File: src/rtl/regfile_pkg.sv
// Shared constants and helpers for the register file / scoreboard slice.
package regfile_pkg;

   localparam int XLEN_DEF = 32;
   localparam int REG_ZERO = 0;

   // Address width for a register count; never narrower than one bit.
   function automatic int addr_width(input int n);
      return (n > 1) ? $clog2(n) : 1;
   endfunction

endpackage

File: src/rtl/regfile_read_port.sv
// One combinational read port: stored value, write-port bypass, hardwired zero.
// Bypass enables arrive already qualified by the parent, so tying them low
// gives a plain registered-view read.
module regfile_read_port
   import regfile_pkg::*;
#(
   parameter int XLEN = XLEN_DEF,
   parameter int NREG = 32,
   parameter int NWR  = 1,
   parameter int AW   = addr_width(NREG)
) (
   input  logic [AW-1:0]        i_addr,
   input  logic [NREG*XLEN-1:0] i_regs,
   input  logic [NWR*AW-1:0]    i_wr_addr,
   input  logic [NWR*XLEN-1:0]  i_wr_data,
   input  logic [NWR-1:0]       i_wr_en,
   output logic [XLEN-1:0]      o_data
);

   logic w_hit;

   // Select stored word, then let later write ports override; r0 and out-of-range read as zero.
   always_comb begin
      o_data = '0;
      w_hit  = 1'b0;
      for (int r = 0; r < NREG; r++) begin
         if (i_addr == AW'(r)) begin
            w_hit  = 1'b1;
            o_data = i_regs[r*XLEN +: XLEN];
         end
      end
      for (int w = 0; w < NWR; w++) begin
         if (w_hit && i_wr_en[w] && (i_wr_addr[w*AW +: AW] == i_addr))
            o_data = i_wr_data[w*XLEN +: XLEN];
      end
      if (!w_hit || (i_addr == AW'(REG_ZERO)))
         o_data = '0;
   end

endmodule

File: src/rtl/regfile_scoreboard.sv
// MIPS GPR file with NRD read / NWR write ports and per-register pending bits
// that stall decode on RAW/WAW hazards against in-flight producers.
module regfile_scoreboard
   import regfile_pkg::*;
#(
   parameter int  XLEN   = XLEN_DEF,
   parameter int  NREG   = 32,
   parameter int  NRD    = 2,
   parameter int  NWR    = 1,
   parameter int  BYPASS = 1,
   localparam int AW     = addr_width(NREG)
) (
   input  logic                clk,
   input  logic                reset,
   input  logic [NRD*AW-1:0]   reg_address,
   output logic [NRD*XLEN-1:0] data_out,
   input  logic [NWR*AW-1:0]   reg_write_address,
   input  logic [NWR*XLEN-1:0] data_wb,
   input  logic [NWR-1:0]      regwrite,
   input  logic                issue_valid,
   input  logic [AW-1:0]       issue_rs,
   input  logic [AW-1:0]       issue_rt,
   input  logic [AW-1:0]       issue_rd,
   output logic                stall,
   output logic [AW:0]         pending_count
);

   localparam bit BYP = (BYPASS != 0);

   logic [NREG*XLEN-1:0] w_regs;
   logic [NWR-1:0]       w_byp_en;
   logic [NREG-1:0]      w_clr;
   logic [NREG-1:0]      w_set;
   logic [NREG-1:0]      w_pend_next;
   logic [NREG-1:0]      r_pend;
   logic [AW:0]          w_cnt_next;
   logic [AW:0]          r_cnt;
   logic                 w_haz_rs;
   logic                 w_haz_rt;
   logic                 w_haz_rd;
   logic                 w_accept;

   // A pending register is not a hazard when its writeback is being forwarded this cycle.
   function automatic logic f_hazard(input logic [AW-1:0]   a,
                                     input logic [NREG-1:0] pend,
                                     input logic [NREG-1:0] clr);
      logic h;
      h = 1'b0;
      for (int r = 1; r < NREG; r++) begin
         if (a == AW'(r))
            h = pend[r] & ~(BYP & clr[r]);
      end
      return h;
   endfunction

   assign w_regs[0 +: XLEN] = '0;

   for (genvar g = 1; g < NREG; g++) begin : g_reg
      logic [XLEN-1:0] r_q;
      // Storage word; a higher-index write port overrides a lower one on the same address.
      always_ff @(posedge clk or negedge reset) begin
         if (!reset) begin
            r_q <= '0;
         end else begin
            for (int w = 0; w < NWR; w++) begin
               if (regwrite[w] && (reg_write_address[w*AW +: AW] == AW'(g)))
                  r_q <= data_wb[w*XLEN +: XLEN];
            end
         end
      end
      assign w_regs[g*XLEN +: XLEN] = r_q;
   end

   // Forwarding is suppressed while reset is low so reads stay at zero.
   assign w_byp_en = regwrite & {NWR{reset & BYP}};

   for (genvar p = 0; p < NRD; p++) begin : g_rd
      regfile_read_port #(
         .XLEN (XLEN),
         .NREG (NREG),
         .NWR  (NWR),
         .AW   (AW)
      ) u_rd (
         .i_addr    (reg_address[p*AW +: AW]),
         .i_regs    (w_regs),
         .i_wr_addr (reg_write_address),
         .i_wr_data (data_wb),
         .i_wr_en   (w_byp_en),
         .o_data    (data_out[p*XLEN +: XLEN])
      );
   end

   assign w_haz_rs = f_hazard(issue_rs, r_pend, w_clr);
   assign w_haz_rt = f_hazard(issue_rt, r_pend, w_clr);
   assign w_haz_rd = f_hazard(issue_rd, r_pend, w_clr);
   assign stall    = issue_valid & (w_haz_rs | w_haz_rt | w_haz_rd);
   assign w_accept = issue_valid & ~stall;

   // Writeback clears and accepted-issue sets of pending bits; r0 never goes pending.
   always_comb begin
      w_clr = '0;
      w_set = '0;
      for (int r = 1; r < NREG; r++) begin
         for (int w = 0; w < NWR; w++) begin
            if (regwrite[w] && (reg_write_address[w*AW +: AW] == AW'(r)))
               w_clr[r] = 1'b1;
         end
         if (w_accept && (issue_rd == AW'(r)))
            w_set[r] = 1'b1;
      end
   end

   // Set beats clear: a newly issued producer owns the register.
   assign w_pend_next = w_set | (r_pend & ~w_clr);

   // Population count of the next pending vector so the count tracks the bits exactly.
   always_comb begin
      w_cnt_next = '0;
      for (int r = 0; r < NREG; r++)
         w_cnt_next = w_cnt_next + {{AW{1'b0}}, w_pend_next[r]};
   end

   // Pending bits and their count; reset drops every outstanding producer.
   always_ff @(posedge clk or negedge reset) begin
      if (!reset) begin
         r_pend <= '0;
         r_cnt  <= '0;
      end else begin
         r_pend <= w_pend_next;
         r_cnt  <= w_cnt_next;
      end
   end

   assign pending_count = r_cnt;

endmodule
File: config.mk
export PLATFORM = sky130hd
export DESIGN_NAME = regfile_scoreboard
export DESIGN_NICKNAME = d
export VERILOG_FILES = /design/src/rtl/regfile_pkg.sv /design/src/rtl/regfile_read_port.sv /design/src/rtl/regfile_scoreboard.sv
export SDC_FILE = /design/constraint.sdc
export NUM_CORES = 2
export LEC_CHECK = 0
export BUFFER_PORTS_ARGS = -buffer_cell sky130_fd_sc_hd__buf_2
export CAP_MARGIN = 0
export CORE_ASPECT_RATIO = 1.5
export CORE_MARGIN = 1
export CORE_UTILIZATION = 64
export DETAILED_ROUTE_END_ITERATION = 10
export MAX_ROUTING_LAYER = met4
export PLACE_DENSITY = 0.81
export SYNTH_ARGS = -nofsm -noshare
export SYNTH_HDL_FRONTEND = slang
export SYNTH_SLANG_ARGS = --single-unit
File: constraint.sdc
create_clock -name clk -period 7.8 [get_ports clk]
set_input_delay 0.78 -clock clk [delete_from_list [all_inputs] [get_ports clk]]
set_output_delay 0.78 -clock clk [all_outputs]
set_load 0.03 [all_outputs]
# == Word-level counts from Yosys, hierarchy flattened ==
# Cells that the tools add are included.
# op_classes
n_bitwise,71
n_eq_ne,188
n_reduce_logical,72
addsub,31
mux,285
# ops
operator,count
$mux W32,66
$eq A5 B5 Y1 const B,96
$eq A5 B4 Y1 const B,48
$mux W1,219
$add A6 B1 Y6,26
$eq A5 B3 Y1 const B,24
$logic_and A1 B1 Y1,66
$eq A5 B2 Y1 const B,12
$and A1 B1 Y1,34
$and A32 B32 Y32,1
$not A1 Y1,32
$not A32 Y32,1
$or A32 B32 Y32,1
$eq A5 B1 Y1 const B,6
$eq A5 B5 Y1,2
$logic_not A5 Y1,2
$add A5 B1 Y6,1
$add A4 B1 Y5,1
$add A3 B1 Y4,1
$add A2 B1 Y3,1
$add A1 B1 Y2,1
$logic_not A1 Y1,2
$logic_or A1 B1 Y1,2
$or A1 B1 Y1,2
# totals
output_inout_bits,71
reg_bits,1030
inputBits,66
wordCells,680

# == Longest topological paths before layout ==
# depth
ltp_word,75
mapped_depth,29
ltp_nobuf,25

# == Hierarchy ==
# Synthesis repeated with hierarchy kept, for this count alone.
# hier_totals
hier_cells,6474
hier_area_um2,65212.5
# by_module_without_submodules
module,seq_area_each_um2,cells_each,area_each_um2,n_inst
regfile_scoreboard,25749.7,2678,40784.1,1
regfile_read_port,0.0,1898,12214.2,2

# == Least setup slack after synthesis ==
# No wires, ideal clock.
# synth_path
path_type,input-to-reg
from,input port reg_write_address[1]
to,"register r_cnt[4], in the netlist pending_count[4]"
cell_stages,28
setup_slack_ns,0.210
required_ns,7.720
n_path_buf,3
arrival_ns,7.510
setup_time_ns,0.080
path_cell_list,buf_2 -> nand2b_1 -> or2_1 -> buf_2 -> a32o_1 -> a211oi_2 -> o211ai_1 -> a2111oi_2 -> o31a_2 -> nand2_2 -> buf_2 -> o21a_1 -> fa_1 -> inv_1 -> fa_1 -> inv_1 -> fa_1 -> inv_1 -> fa_1 -> fa_1 -> inv_1 -> fa_1 -> inv_1 -> fa_1 -> fa_1 -> a21o_1 -> a21oi_1 -> xnor2_1
# synth_between
elab_chain_cells,75
elab_cells_between_ends,349
classes_between,add/sub (31); eq/ne (31); mux (155); bitwise (70); reduce/logical (62)
# synth_rtl
item,line_no,source
from (decl),regfile_scoreboard.sv:17,"input logic [NWR*AW-1:0] reg_write_address,"
$eq A5 B1 Y1,regfile_scoreboard.sv:105,if (regwrite[w] && (reg_write_address[w*AW +: AW] == AW'(r)))
$logic_and A1 B1 Y1,regfile_scoreboard.sv:105,
$mux W1,regfile_scoreboard.sv:105,
$not A1 Y1,regfile_scoreboard.sv:51,h = pend[r] & ~(BYP & clr[r]);
$and A1 B1 Y1,regfile_scoreboard.sv:51,
$mux W1 (31 in series),regfile_scoreboard.sv:50,if (a == AW'(r))
$or A1 B1 Y1 (2 in series),regfile_scoreboard.sv:96,assign stall = issue_valid & (w_haz_rs | w_haz_rt | w_haz_rd);
$and A1 B1 Y1,regfile_scoreboard.sv:96,
[... 5 more ...],-,
$add A1 B1 Y2,regfile_scoreboard.sv:120,"w_cnt_next = w_cnt_next + {{AW{1'b0}}, w_pend_next[r]};"
$add A2 B1 Y3,regfile_scoreboard.sv:120,
$add A3 B1 Y4,regfile_scoreboard.sv:120,
$add A4 B1 Y5,regfile_scoreboard.sv:120,
$add A5 B1 Y6,regfile_scoreboard.sv:120,
$add A6 B1 Y6 (25 in series),regfile_scoreboard.sv:120,
$add A6 B1 Y6 (*),regfile_scoreboard.sv:120,
named net w_cnt_next[4],regfile_scoreboard.sv:36,logic [AW:0] w_cnt_next;
to (signal assigned),regfile_scoreboard.sv:130,r_cnt <= w_cnt_next;
to (decl),regfile_scoreboard.sv:37,logic [AW:0] r_cnt;
# The timed path passes the listed nets; every way through them passes the cells marked *.
# A chain may end at the register's enable or synchronous reset.

# == Final worst setup path ==
# layout_path
from,input port reg_write_address[0]
to,"register r_cnt[4], in the netlist pending_count[4]"
# The elaborated chain is that of the path after synthesis.

==> results.md <==
* CP max FO at 12
* Reg clk slew, reported paths at 0.07 ns
* Layout cells sized above 1 at 29.67%
* Avg Inst Size Synth at 10.10 µm²
* Period utilization at 97.11%
* Setup WS pre-CTS at -1.021 ns
* FF-to-FF setup slack at around 0.47 ns
* Fin Hold WS at about 0.043 ns
* RSZ-0062 raised after global routing: no
* Layout Cells excl Fill at around 7100
* Fmax at 132.0 MHz
* Final Hold Fails at 0
* Layout Nets at 5912
* Synthesis-to-layout area growth at 11.30%
* H-tree depth at 3
* Worst slew margin at -0.5025%
* DIE AREA at approximately 90000 µm²
* Count leader, synth: dfrtp_1
* Synth top area cells: dfrtp_1 (44%), mux2_2 (19%), o21ai_0 (4.1%)
* Pwr dens at 262.3 nW/µm²
* Largest net degree at the start of global routing at 183
* CP endpoint kind: flop
* Final-report setup violation count at 0
* Max rail drop VDD at roughly 0.81 mV
* Ys async rst share at between 90% and 100%
* IO Port Bufs at between 100 and 150
* Syn_nets at about 5900
* Failing checks: max-capacitance violations, max-slew violations
* IO Pins at 137
* Status: complete, but fails checks
* Cell taking the most area after synthesis: dfrtp_1
* CTS tree: done
* Clock Root Buffer: clkbuf_16
* Die Span Y at 372.4 µm
* Placed Cells at 6879
* Rows at 135
* Antenna Nets Post-Route at 0
* Seq/Total Area, Yosys at roughly 44%
* Clk_skew at ~0.0079 ns
* Synth top cells by count: dfrtp_1 (1029), mux2_2 (976), nand2_1 (519)
* GRT overflow at 0
* Post-synth top area share at 44.00%
* Chip Width at between 200 and 250 µm
* Path type of the worst setup path: in -> reg
* Setup Fix Bufs, Post-CTS at 0
* Detailed Route WL at approximately 260 mm
* DP Wirelength at 167.8 mm
* CTS Buf Count at between 90 and 100
* Number of synthesized register bits at approximately 1000
* GP Congestion at 1.041
* Number of global-route vias before repair at 54950
* Setup ws final at 0.2253 ns
* Gr usage total at about 56%
* WL per Instance at 36.11 µm
* Post-synthesis instance total at just under 6000
* 1st-pass router iterations at 10
* Max-slew violations at 7
* CP Data Arrival Time at 8.27 ns
* Initial antenna violation count at 20
* Worst Max-Slew Pin Slew at 1.505 ns
* Deepest clock path buffer count at 3
* Worst path required time at 8.50 ns
* Global-route wire length before repair at 370.2 mm
* Post-synth EDFFs at 0
* Leakage power at 0.02863 µW
* Worst-Skew Late Latency at ~0.77 ns
* Crit path launch type: input pin
* Post-route DRC at 0
* Core area at ~90000 µm²
* Yosys cell types at 93
* Clock Sinks at 1029
* HP Class: in -> async
* Main flop type after synthesis: dfrtp_1
* Post-Syn Area at slightly below 60000 µm²
* Vias per cell at slightly below 8
* Max-Cap Viols at 1
* Initial drt markers at 9664
* Via count at 56140
* Initial Util at 64.77%
* Synthesis Warnings at 0
* Final worst path period need at 7.575 ns
## worst max-delay path, stage by stage
cell and delay (ns):
buf_2 0.10, or4b_2 0.78, o21ai_2 0.28, nor3_1 0.07, o21ai_1 0.25, o211ai_1 0.18
a211oi_2 0.35, buf_4 0.18, o31a_4 0.24, nand2_4 0.13, buf_4 0.20, o31a_1 0.29
fa_1 0.52, fa_1 0.43, fa_1 0.49, inv_1 0.05, fa_1 0.46, fa_1 0.50
inv_1 0.05, fa_1 0.49, inv_1 0.05, fa_1 0.42, fa_1 0.46, a21o_1 0.18
a21oi_1 0.17, xnor2_1 0.14
## stage by stage
step / total power, µW / area, µm² / util (%) / setup TNS, ns
floorplan: 9935 / 58530 / - / 0
global placement: 11590 / 61660 / 68.23 / -3.837
detailed placement: 11820 / 61660 / 68.23 / -4.152
CTS: 16870 / 65070 / 72.01 / 0
global route: 17660 / 65140 / 72.08 / 0
finish: 17090 / 65140 / 72.09 / 0
## power breakdown
part | internal, µW | total (µW) | switching, µW | leakage (µW)
Clock | 2880 | 5170 | 2290 | 0.00167
Combinational | 2080 | 4510 | 2430 | 0.0138
Sequential | 6420 | 7410 | 989 | 0.0131
Total | 11400 | 17100 | 5710 | 0.0286
## layout by cell type (no fill, tap or decap), drive strengths merged, types with 29 or more instances in the layout
master	synthesis	routed
a211oi	43	43
nand2	520	520
nor2	279	279
buf	116	496
a21oi	355	355
a221oi	106	106
o221ai	44	44
a22oi	251	251
o22ai	139	139
nand3	80	80
o21ai	497	497
inv	65	68
nor3	57	57
o211ai	53	53
o21a	29	29
a22o	32	32
mux2i	136	136
a31oi	33	33
a2111oi	37	37
a222oi	34	34
clkbuf	458	142
mux2	976	976
dfrtp	1029	1029
## cells by family (layout without fill, tap and decap cells)
kind of cell | count (synthesis) | in the layout | share of synthesized area (%)
AND/OR/NAND/NOR | 1133 | 1133 | 8.705
AO/OA/AOI/OAI | 1824 | 1824 | 20.47
multiplexers | 1120 | 1120 | 21.41
adder cells (fa/ha/maj) | 30 | 30 | 0.9363
flip-flops | 1029 | 1029 | 44.00
buffers and inverters | 641 | 748 | 4.254
XOR/XNOR | 15 | 15 | 0.2245
other | 0 | 24 | 0
## worst paths after layout
check,startpoint,end,depth (start not counted)
max,reg_write_address[0],pending_count[4],26
min,reset,g_reg[3].r_q[13],1
max reg2reg,r_pend[19],pending_count[4],26
min reg2reg,g_reg[31].r_q[25],g_reg[31].r_q[25],2
max in group asynchronous,reset,g_reg[31].r_q[19],5
min in group clk,data_wb[13],g_reg[29].r_q[13],3
## registers in the layout, indices dropped and copies added (netlist names)
signal and cells:
pending_count 6, r_pend 31, g.r_q 992
## routing by layer
metal / vias up / part of all wire [%] / global-route usage, %
li1: 21770 / - / -
met1: 26620 / 31 / 61.89
met2: 5534 / 41 / 78.60
met3: 2219 / 15 / 22.00
met4: 0 / 12 / 52.72
met5: - / 0 / -
## what timing repair did
action | in CTS | in global routing
gates resized for setup | 2 | 2
hold endpoints to repair | 0 | 0
endpoints found under the setup margin | 4 | 2
hold buffers | 0 | 0
pin swaps | 0 | 1
## area by class of cell
cell class	count	area (µm²)
antenna	24	60.06
clock buffer	141	2835
clock inverter	43	569.3
fill	6636	25220
inverter	67	252.7
multi-input combinational	4122	30630
sequential	1029	25750
tap	1164	1456
timing repair buffer	497	3595
Note: power is estimated with default switching activity, not from simulation.
